`config.mk`:
```
export PLATFORM = sky130hd
export DESIGN_NAME = stack_arbiter
export DESIGN_NICKNAME = d
export VERILOG_FILES = /design/src/rtl/stack_arb_pkg.sv /design/src/rtl/rr_arbiter.sv /design/src/rtl/stack_arbiter.sv
export SDC_FILE = /design/constraint.sdc
export NUM_CORES = 1
export LEC_CHECK = 0
export CORE_MARGIN = 10
export CORE_UTILIZATION = 47
export CTS_CLUSTER_SIZE = 16
export DETAILED_ROUTE_END_ITERATION = 7
export PLACE_DENSITY = 0.9
export SYNTH_ARGS = -nofsm -noshare
export SYNTH_HDL_FRONTEND = slang
export SYNTH_SLANG_ARGS = --single-unit
```
`constraint.sdc`:
```
create_clock -name clk -period 4 [get_ports clk]
set_input_delay 0.4 -clock clk [delete_from_list [all_inputs] [get_ports clk]]
set_output_delay 0.4 -clock clk [all_outputs]
set_load 0.05 [all_outputs]
```
`src/rtl/stack_arb_pkg.sv`:
```
// stack_arb_pkg: op and FSM encodings shared by the stack arbiter files
package stack_arb_pkg;
  localparam int STK_DW = 8;
  typedef enum logic [1:0] {OP_NOP = 2'b00, OP_PUSH = 2'b01, OP_POP = 2'b10, OP_TOS = 2'b11} op_t;
  typedef enum logic [1:0] {S_IDLE, S_ISSUE, S_CAPT, S_RESP} state_t;
endpackage

```
`src/rtl/rr_arbiter.sv`:
```
// rr_arbiter: one-hot round-robin grant; top priority moves to the slot after each accepted winner
module rr_arbiter #(
  parameter int N = 4
) (
  input  logic         clk,
  input  logic         rst,
  input  logic [N-1:0] req,
  input  logic         advance,
  output logic [N-1:0] grant
);
  localparam int PW = $clog2(N);
  logic [PW-1:0] ptr, win, idx;
  // Scan from lowest priority to highest so the last hit is the winner
  always_comb begin
    grant = '0;
    win = '0;
    idx = '0;
    for (int i = N - 1; i >= 0; i--) begin
      idx = PW'((int'(ptr) + i) % N);
      if (req[idx]) begin
        grant = '0;
        grant[idx] = 1'b1;
        win = idx;
      end
    end
  end
  always_ff @(posedge clk or posedge rst)
    if (rst) ptr <= '0;
    else if (advance) ptr <= win == PW'(N - 1) ? '0 : win + 1'b1;
endmodule

```
`src/rtl/stack_arbiter.sv`:
```
// stack_arbiter: round-robin sharing of one LIFO stack, one op in flight, 4-cycle op sequence.
// Optional STACK_ARB_BOUNDS_CHECK_EN rejects overflow/underflow with rsp_err instead of issuing.
module stack_arbiter
  import stack_arb_pkg::*;
#(
  parameter int NUM_REQ = 4,
  parameter int DEPTH   = 256,
  parameter int OCC_W   = 9
) (
  input  logic                  clk,
  input  logic                  rst,
  input  logic [NUM_REQ-1:0]    req_valid,
  input  logic [2*NUM_REQ-1:0]  req_op,
  input  logic [8*NUM_REQ-1:0]  req_data,
  output logic [NUM_REQ-1:0]    req_ready,
  output logic [NUM_REQ-1:0]    rsp_valid,
  output logic [STK_DW-1:0]     rsp_data,
  output logic                  rsp_err,
  output logic                  stk_push,
  output logic                  stk_pop,
  output logic                  stk_tos,
  output logic [STK_DW-1:0]     stk_din,
  input  logic [STK_DW-1:0]     stk_dout,
  output logic [OCC_W-1:0]      occupancy
);
  if (OCC_W != $clog2(DEPTH) + 1) begin : g_occ_w_check
    $error("OCC_W must equal clog2(DEPTH)+1");
  end
  state_t state;
  op_t op, sel_op;
  logic [NUM_REQ-1:0] grant, gid;
  logic [STK_DW-1:0] sel_data;
  logic bad;
  rr_arbiter #(.N(NUM_REQ)) u_rr (
    .clk(clk), .rst(rst), .req(req_valid), .advance(state == S_IDLE && |grant), .grant(grant)
  );
  assign req_ready = state == S_IDLE ? grant : '0;
  always_comb begin
    sel_op = OP_NOP;
    sel_data = '0;
    for (int i = 0; i < NUM_REQ; i++) begin
      if (grant[i]) begin
        sel_op = op_t'(req_op[2*i +: 2]);
        sel_data = req_data[STK_DW*i +: STK_DW];
      end
    end
  end
`ifdef STACK_ARB_BOUNDS_CHECK_EN
  assign bad = sel_op == OP_PUSH ? occupancy == OCC_W'(DEPTH) : sel_op != OP_NOP && occupancy == '0;
`else
  assign bad = 1'b0;
`endif
  // NOPs and rejected ops jump straight to RESP, so they answer one cycle after accept
  always_ff @(posedge clk or posedge rst) begin
    if (rst) begin
      state <= S_IDLE;
      op <= OP_NOP;
      gid <= '0;
      rsp_valid <= '0;
      rsp_data <= '0;
      rsp_err <= 1'b0;
      stk_push <= 1'b0;
      stk_pop <= 1'b0;
      stk_tos <= 1'b0;
      stk_din <= '0;
      occupancy <= '0;
    end else begin
      rsp_valid <= '0;
      stk_push <= 1'b0;
      stk_pop <= 1'b0;
      stk_tos <= 1'b0;
      case (state)
        S_IDLE: if (|grant) begin
          op <= sel_op;
          gid <= grant;
          stk_din <= sel_data;
          if (sel_op == OP_NOP || bad) begin
            state <= S_RESP;
            rsp_valid <= grant;
            rsp_data <= '0;
            rsp_err <= bad;
          end else begin
            state <= S_ISSUE;
            stk_push <= sel_op == OP_PUSH;
            stk_pop <= sel_op == OP_POP;
            stk_tos <= sel_op == OP_TOS;
          end
        end
        S_ISSUE: begin
          state <= S_CAPT;
          occupancy <= op == OP_PUSH ? occupancy + 1'b1 : op == OP_POP ? occupancy - 1'b1 : occupancy;
        end
        S_CAPT: begin
          state <= S_RESP;
          rsp_valid <= gid;
          rsp_data <= op == OP_PUSH ? '0 : stk_dout;
          rsp_err <= 1'b0;
        end
        default: begin
          state <= S_IDLE;
          rsp_data <= '0;
          rsp_err <= 1'b0;
        end
      endcase
    end
  end
endmodule

```
==> results of run 1 <==
[synth_stat cells, types with 3 or more instances]
cell,count
sky130_fd_sc_hd__nand2_1,47
sky130_fd_sc_hd__dfrtp_1,42
sky130_fd_sc_hd__o21ai_0,36
sky130_fd_sc_hd__inv_1,23
sky130_fd_sc_hd__a21oi_1,22
sky130_fd_sc_hd__ha_1,19
sky130_fd_sc_hd__mux2i_1,17
sky130_fd_sc_hd__a31oi_1,11
sky130_fd_sc_hd__nand3_1,10
sky130_fd_sc_hd__clkbuf_1,9
sky130_fd_sc_hd__nor2_1,9
sky130_fd_sc_hd__xnor2_1,7
sky130_fd_sc_hd__and3_1,6
sky130_fd_sc_hd__a21o_1,5
sky130_fd_sc_hd__nand2b_1,5
sky130_fd_sc_hd__o22ai_1,5
sky130_fd_sc_hd__buf_2,4
sky130_fd_sc_hd__nor3_1,4
sky130_fd_sc_hd__o21bai_1,4
sky130_fd_sc_hd__buf_4,3
sky130_fd_sc_hd__mux2_2,3
sky130_fd_sc_hd__mux4_2,3
[cells by family (layout without fill, tap and decap cells)]
| family | count (synthesis) | in the layout | synth area share [%] |
|---|---|---|---|
| compound gates | 100 | 100 | 21.5 |
| simple gates | 89 | 89 | 14.1 |
| flops | 42 | 42 | 35.7 |
| buf+inv | 42 | 132 | 6.41 |
| mux | 27 | 27 | 11.0 |
| fa+ha+maj | 20 | 20 | 8.75 |
| xor+xnor | 8 | 8 | 2.38 |
| other cells | 1 | 1 | 0.127 |
[through the flow]
step | hold WS, ns | instances | setup WS [ns]
global placement | 0.460 | 486 | 0.424
detailed placement | 0.472 | 486 | 0.266
global route | 0.522 | 494 | 0.0763
finish | 0.489 | 494 | 0.344
floorplan | 0.447 | 329 | 0.329
CTS | 0.493 | 494 | 0.241
[layout make-up]
cell class	instances	area, sq um	area share [%]
multi-input cells	245	1710	41.9
flip-flops and latches	42	1050	25.8
clock buffers	5	68.8	1.69
repair buffers	101	1020	25.1
clock inverters	3	43.8	1.08
inverters	23	86.3	2.12
well taps	75	93.8	2.30
[sequential cells by signal, indices dropped and copies added, names as in the netlist, 2 cells and up]
register	flops
gid	4
occupancy	9
op	2
rsp_data	8
rsp_valid	4
state	2
stk_din	8
u_rr.ptr	2
[per-layer routing]
layer	part of all wire, %	wire length [um]
met5	0	0
met4	1.3	104
met3	9.2	752
met2	49	4030
met1	40	3270
[worst max-delay path, cell delays in order (launching register included)]
cell	delay (ns)
sky130_fd_sc_hd__dfrtp_2	0.50
sky130_fd_sc_hd__inv_1	0.09
sky130_fd_sc_hd__ha_1	0.47
sky130_fd_sc_hd__mux2_2	0.38
sky130_fd_sc_hd__mux2i_1	0.33
sky130_fd_sc_hd__nand3_1	0.19
sky130_fd_sc_hd__a21o_1	0.31
sky130_fd_sc_hd__a311oi_2	0.32
sky130_fd_sc_hd__o22ai_1	0.19
sky130_fd_sc_hd__o41ai_4	0.33
sky130_fd_sc_hd__buf_4	0.24
sky130_fd_sc_hd__mux2i_1	0.21
[path summary, 6_finish.rpt]
check / to
setup / recovery: rsp_data[2]$_DFFE_PP0P_
min in group asynchronous: occupancy[8]$_DFFE_PP0P_
hold reg to reg: stk_din[4]$_DFFE_PP0P_
setup reg to reg: rsp_data[2]$_DFFE_PP0P_
hold / removal: stk_din[4]$_DFFE_PP0P_
max in group asynchronous: u_rr.ptr[1]$_DFFE_PP0P_
==> results.json, run 1 <==
{
  "final_hold_viol_count": 0,
  "die_y_um": 99.2,
  "layout-area-overhead-vs-synth_pct": 38.2,
  "num_vias": 2770,
  "regToRegStartpoint": "u_rr.ptr[1]$_DFFE_PP0P_",
  "worstRegToRegCells": 11,
  "syn-num-nets": 403,
  "final.setup_skew_ns": 0.00744,
  "post_drt_via_cell_ratio": 5.61,
  "clockBufferDepth": 2,
  "worst_ep_required_time_ns": 4.23,
  "post_syn_area_per_cell_sq_um": 8.95,
  "num_antenna_cells": 0,
  "fin_setup_tns_ns": 0,
  "count_of_distinct_cell_types_in_the_synthesized_netlist": 50,
  "start_util_pct": 49.2,
  "cts_tree": "yes",
  "wirelength_um": 8160,
  "hold_path_startpoint": "stk_din[4]$_DFFE_PP0P_",
  "crit_fanout": 12,
  "fmax_mhz": 274,
  "globalRouteOverflowTotal": 0,
  "yosys_warnings": 0,
  "ys_seq_area_share_pct": 35.7,
  "firstDrtPassIters": 4,
  "filler_cell_count": 484,
  "cts.clk_slew.worst_paths_ns": 0.09,
  "whs_path_depth": 2,
  "io_pins": 91,
  "synth-edff-count": 0,
  "final_stage_net_count": 492,
  "cts_made_buffers": 5,
  "synth_flop_cell": "sky130_fd_sc_hd__dfrtp_1",
  "maxSlewHeadroom_pct": 57.0,
  "path_class": "flop to flop",
  "unrepaired_setup_endpoints_after_global_routing": "false",
  "cts_max_level": 2,
  "grt.met2_usage_pct": 27.8,
  "coreArea_sq_um": 5990,
  "use_met1_pct": 18.4,
  "status": "completed",
  "netlist_top_cells_area": "sky130_fd_sc_hd__dfrtp_1 36%, sky130_fd_sc_hd__ha_1 8.1%, sky130_fd_sc_hd__o21ai_0 6.1%, sky130_fd_sc_hd__nand2_1 6.0%, sky130_fd_sc_hd__mux2i_1 5.8%",
  "synth.largest_area_cell": "sky130_fd_sc_hd__dfrtp_1",
  "hold_path.class": "flop to flop",
  "detailedPlacementHpwl_um": 6460,
  "grt.met3_usage_pct": 6.30,
  "detail_route.iter0.violations": 66,
  "final_max_tran_viols": 0,
  "port_buffers": 89,
  "clockRootBuffer": "sky130_fd_sc_hd__clkbuf_8",
  "drv.max_cap_violation_count": 0,
  "netlist_instances": 329,
  "fp-row-count": 28,
  "layout_cells_sized_above_1_pct": 10.0,
  "place_congestion": 0.872,
  "post_cts_hold_buffer_count": 0,
  "worst-r2r-setup-slack_ns": 0.34,
  "final.period_utilization_pct": 91.4,
  "die_x_um": 99.2,
  "synth_top_area_share_pct": 35.7,
  "cts_sinks": 42,
  "first_global_vias": 2884,
  "crit_arrival_ns": 3.89,
  "clk_latency_ns": 0.31,
  "detailed_place.area_sq_um": 3960,
  "postLayoutCoreUtil_pct": 68.0,
  "grt_pass1_wl_um": 13600,
  "most_frequent_standard_cell_in_the_layout_excluding_fill_and_tap_cells": "sky130_fd_sc_hd__clkdlybuf4s50_1",
  "maximum_number_of_pins_on_one_net_before_global_route_repair": 43,
  "cts_resized": 0,
  "wire_per_inst_um": 16.5,
  "tightest_slew_ns": 0.645,
  "final_cell_mix": "85 x sky130_fd_sc_hd__clkdlybuf4s50_1, 47 x sky130_fd_sc_hd__nand2_1, 41 x sky130_fd_sc_hd__dfrtp_1, 36 x sky130_fd_sc_hd__o21ai_0",
  "die-area_sq_um": 9830,
  "launching_instance_or_port_of_the_critical_path": "u_rr.ptr[1]$_DFFE_PP0P_",
  "synthesized_cell_area_sq_um": 2950,
  "endpoint_kind": "flop",
  "drcViolationCount": 0,
  "top_usage_layer": "met2",
  "cts_setup_buffers": 0,
  "async_flop_share_pct": 100,
  "final_std_cell_area_no_fill_sq_um": 4070,
  "postRouteAntennaNets": 0,
  "setup_violations": 0,
  "synth-seq-cells": 42,
  "post-route-min-period_ns": 3.66,
  "worstSetupStartpointType": "flop",
  "antenna_found_initial": 0,
  "grt_use_total_pct": 16.3
}
Power of run 1 is left out: the tool's default activity adds up to more than one toggle a clock period on the data nets, which glitch-free logic cannot reach.
==> run 2: changes to the inputs <==
--- a/config.mk
+++ b/config.mk
@@ -10,6 +10,7 @@
 export CTS_CLUSTER_SIZE = 16
 export DETAILED_ROUTE_END_ITERATION = 7
 export PLACE_DENSITY = 0.9
+export SLEW_MARGIN = 20
 export SYNTH_ARGS = -nofsm -noshare
 export SYNTH_HDL_FRONTEND = slang
 export SYNTH_SLANG_ARGS = --single-unit
==> results of run 2 <==
The final DEF is identical to that of run 1; final timing and power are the same.
Power of run 2 is left out for the same reason.
==> run 3: changes to the inputs <==
--- a/config.mk
+++ b/config.mk
@@ -10,6 +10,7 @@
 export CTS_CLUSTER_SIZE = 16
 export DETAILED_ROUTE_END_ITERATION = 7
 export PLACE_DENSITY = 0.9
+export SETUP_SLACK_MARGIN = 0.1
 export SLEW_MARGIN = 20
 export SYNTH_ARGS = -nofsm -noshare
 export SYNTH_HDL_FRONTEND = slang
==> run 3 against run 2 <==
Against the previous run:
- global-route usage did not move
- critical path depth fell by 1
- worst setup slack got worse by 0.028 ns
- fmax fell by 0.76%
- critical endpoint unchanged
- first-iteration DRC count rose by 18%
- routed wire length rose by 0.13%
- critical path type unchanged
==> results.json, run 3 (same netlist as run 1, synthesis figures left out) <==
{
  "cts_max_level": 2,
  "place_congestion": 0.872,
  "fp-row-count": 28,
  "io_pins": 91,
  "largest-register": "occupancy",
  "clockRootBuffer": "sky130_fd_sc_hd__clkbuf_8",
  "first_global_vias": 2884,
  "post-route-min-period_ns": 3.68,
  "endpoint_kind": "flop",
  "post_drt_via_cell_ratio": 5.60,
  "detailedPlacementHpwl_um": 6460,
  "setup_violations": 0,
  "tightest_slew_ns": 0.645,
  "final.setup_skew_ns": 0.00657,
  "seqCellArea_sq_um": 1050,
  "whs_path_depth": 2,
  "status": "completed",
  "die-area_sq_um": 9830,
  "postRouteAntennaNets": 0,
  "clk_latency_ns": 0.31,
  "maximum_number_of_pins_on_one_net_before_global_route_repair": 43,
  "cts_setup_buffers": 0,
  "clockBufferDepth": 2,
  "crit_fanout": 12,
  "final.period_utilization_pct": 92.1,
  "cts.clk_slew.worst_paths_ns": 0.09,
  "drv.max_cap_violation_count": 0,
  "reg.largest.list": "occupancy x9, rsp_data x8, stk_din x8",
  "coreArea_sq_um": 5990,
  "globalRouteOverflowTotal": 0,
  "use_met1_pct": 18.4,
  "final_cell_mix": "85 x sky130_fd_sc_hd__clkdlybuf4s50_1, 47 x sky130_fd_sc_hd__nand2_1, 41 x sky130_fd_sc_hd__dfrtp_1, 36 x sky130_fd_sc_hd__o21ai_0",
  "flip_flop_count_of_the_largest_register_after_layout": 9,
  "grt.met3_usage_pct": 6.30,
  "cts_sinks": 42,
  "grt.met2_usage_pct": 27.8,
  "num_vias": 2766,
  "fmax_mhz": 271,
  "detail_route.iter0.violations": 78,
  "most_frequent_standard_cell_in_the_layout_excluding_fill_and_tap_cells": "sky130_fd_sc_hd__clkdlybuf4s50_1",
  "wire_per_inst_um": 16.5,
  "drcViolationCount": 0,
  "fin_setup_tns_ns": 0,
  "worstRegToRegCells": 10,
  "layout-area-overhead-vs-synth_pct": 38.4,
  "area_occupied_by_multi_input_gates_sq_um": 1710,
  "final_hold_viol_count": 0,
  "path_class": "flop to flop",
  "wirelength_um": 8170,
  "final_max_tran_viols": 0,
  "start_util_pct": 49.2,
  "die_y_um": 99.2,
  "worstSetupStartpointType": "flop",
  "cts_made_buffers": 5,
  "grt_pass1_wl_um": 13600,
  "die_x_um": 99.2,
  "crit_arrival_ns": 3.92,
  "hold_path.class": "flop to flop",
  "top_usage_layer": "met2",
  "layout_cells_sized_above_1_pct": 10.3,
  "cts_tree": "yes",
  "post_cts_hold_buffer_count": 0,
  "unrepaired_setup_endpoints_after_global_routing": "false",
  "worst_ep_required_time_ns": 4.23,
  "maxSlewHeadroom_pct": 57.0,
  "antenna_found_initial": 0,
  "grt_use_total_pct": 16.3,
  "filler_cell_count": 485,
  "firstDrtPassIters": 4,
  "num_antenna_cells": 0,
  "final_stage_net_count": 492,
  "port_buffers": 89
}
run 3: what timing repair did:
item,in CTS,in global routing
gates resized for setup,0,2
endpoints found under the hold margin,0,0
endpoints found under the setup margin,0,13
run 3: final cells by class:
type / instances / share of cell area (%)
inverters: 23 / 2.12
clock buffers: 5 / 1.69
flip-flops and latches: 42 / 25.8
multi-input cells: 245 / 41.9
well taps: 75 / 2.30
clock inverters: 3 / 1.07
repair buffers: 101 / 25.1
run 3: final timing paths:
kind	slack [ns]	to	start
worst max-delay path	0.32	rsp_data[2]$_DFFE_PP0P_	u_rr.ptr[1]$_DFFE_PP0P_
worst min-delay path	0.49	stk_din[4]$_DFFE_PP0P_	stk_din[4]$_DFFE_PP0P_
worst max register to register	0.32	rsp_data[2]$_DFFE_PP0P_	u_rr.ptr[1]$_DFFE_PP0P_
worst min register to register	0.49	stk_din[4]$_DFFE_PP0P_	stk_din[4]$_DFFE_PP0P_
max in group asynchronous	3.09	u_rr.ptr[1]$_DFFE_PP0P_	rst
min in group asynchronous	0.53	occupancy[8]$_DFFE_PP0P_	rst
run 3: stage by stage:
| step | worst slack (ns) | std cells | utilization [%] | instance area, sq um | hold slack (ns) |
|---|---|---|---|---|---|
| after floorplan | 0.329 | 329 | - | 2950 | 0.447 |
| after global placement | 0.424 | 486 | 66.1 | 3960 | 0.460 |
| after detailed placement | 0.266 | 486 | 66.1 | 3960 | 0.472 |
| after CTS | 0.241 | 494 | 67.9 | 4070 | 0.493 |
| after global routing | 0.141 | 494 | 68.0 | 4080 | 0.522 |
| final | 0.316 | 494 | 68.0 | 4080 | 0.489 |
run 3: metal layers:
layer,vias to the layer above,part of all wire (%),wire (um)
li1,1342,-,-
met5,-,0,0
met1,1315,40,3270
met2,94,50,4080
met4,0,1.4,112
met3,15,8.6,707
run 3: critical path, cell delays in order (launching register included):
cell and delay (ns):
sky130_fd_sc_hd__dfrtp_2 0.50, sky130_fd_sc_hd__inv_1 0.10, sky130_fd_sc_hd__ha_1 0.47, sky130_fd_sc_hd__mux4_2 0.46
sky130_fd_sc_hd__a2111oi_0 0.52, sky130_fd_sc_hd__o21ai_1 0.23, sky130_fd_sc_hd__a311oi_2 0.35, sky130_fd_sc_hd__o22ai_1 0.18
sky130_fd_sc_hd__o41ai_4 0.33, sky130_fd_sc_hd__buf_4 0.24, sky130_fd_sc_hd__mux2i_1 0.21
Power of run 3 is left out for the same reason.
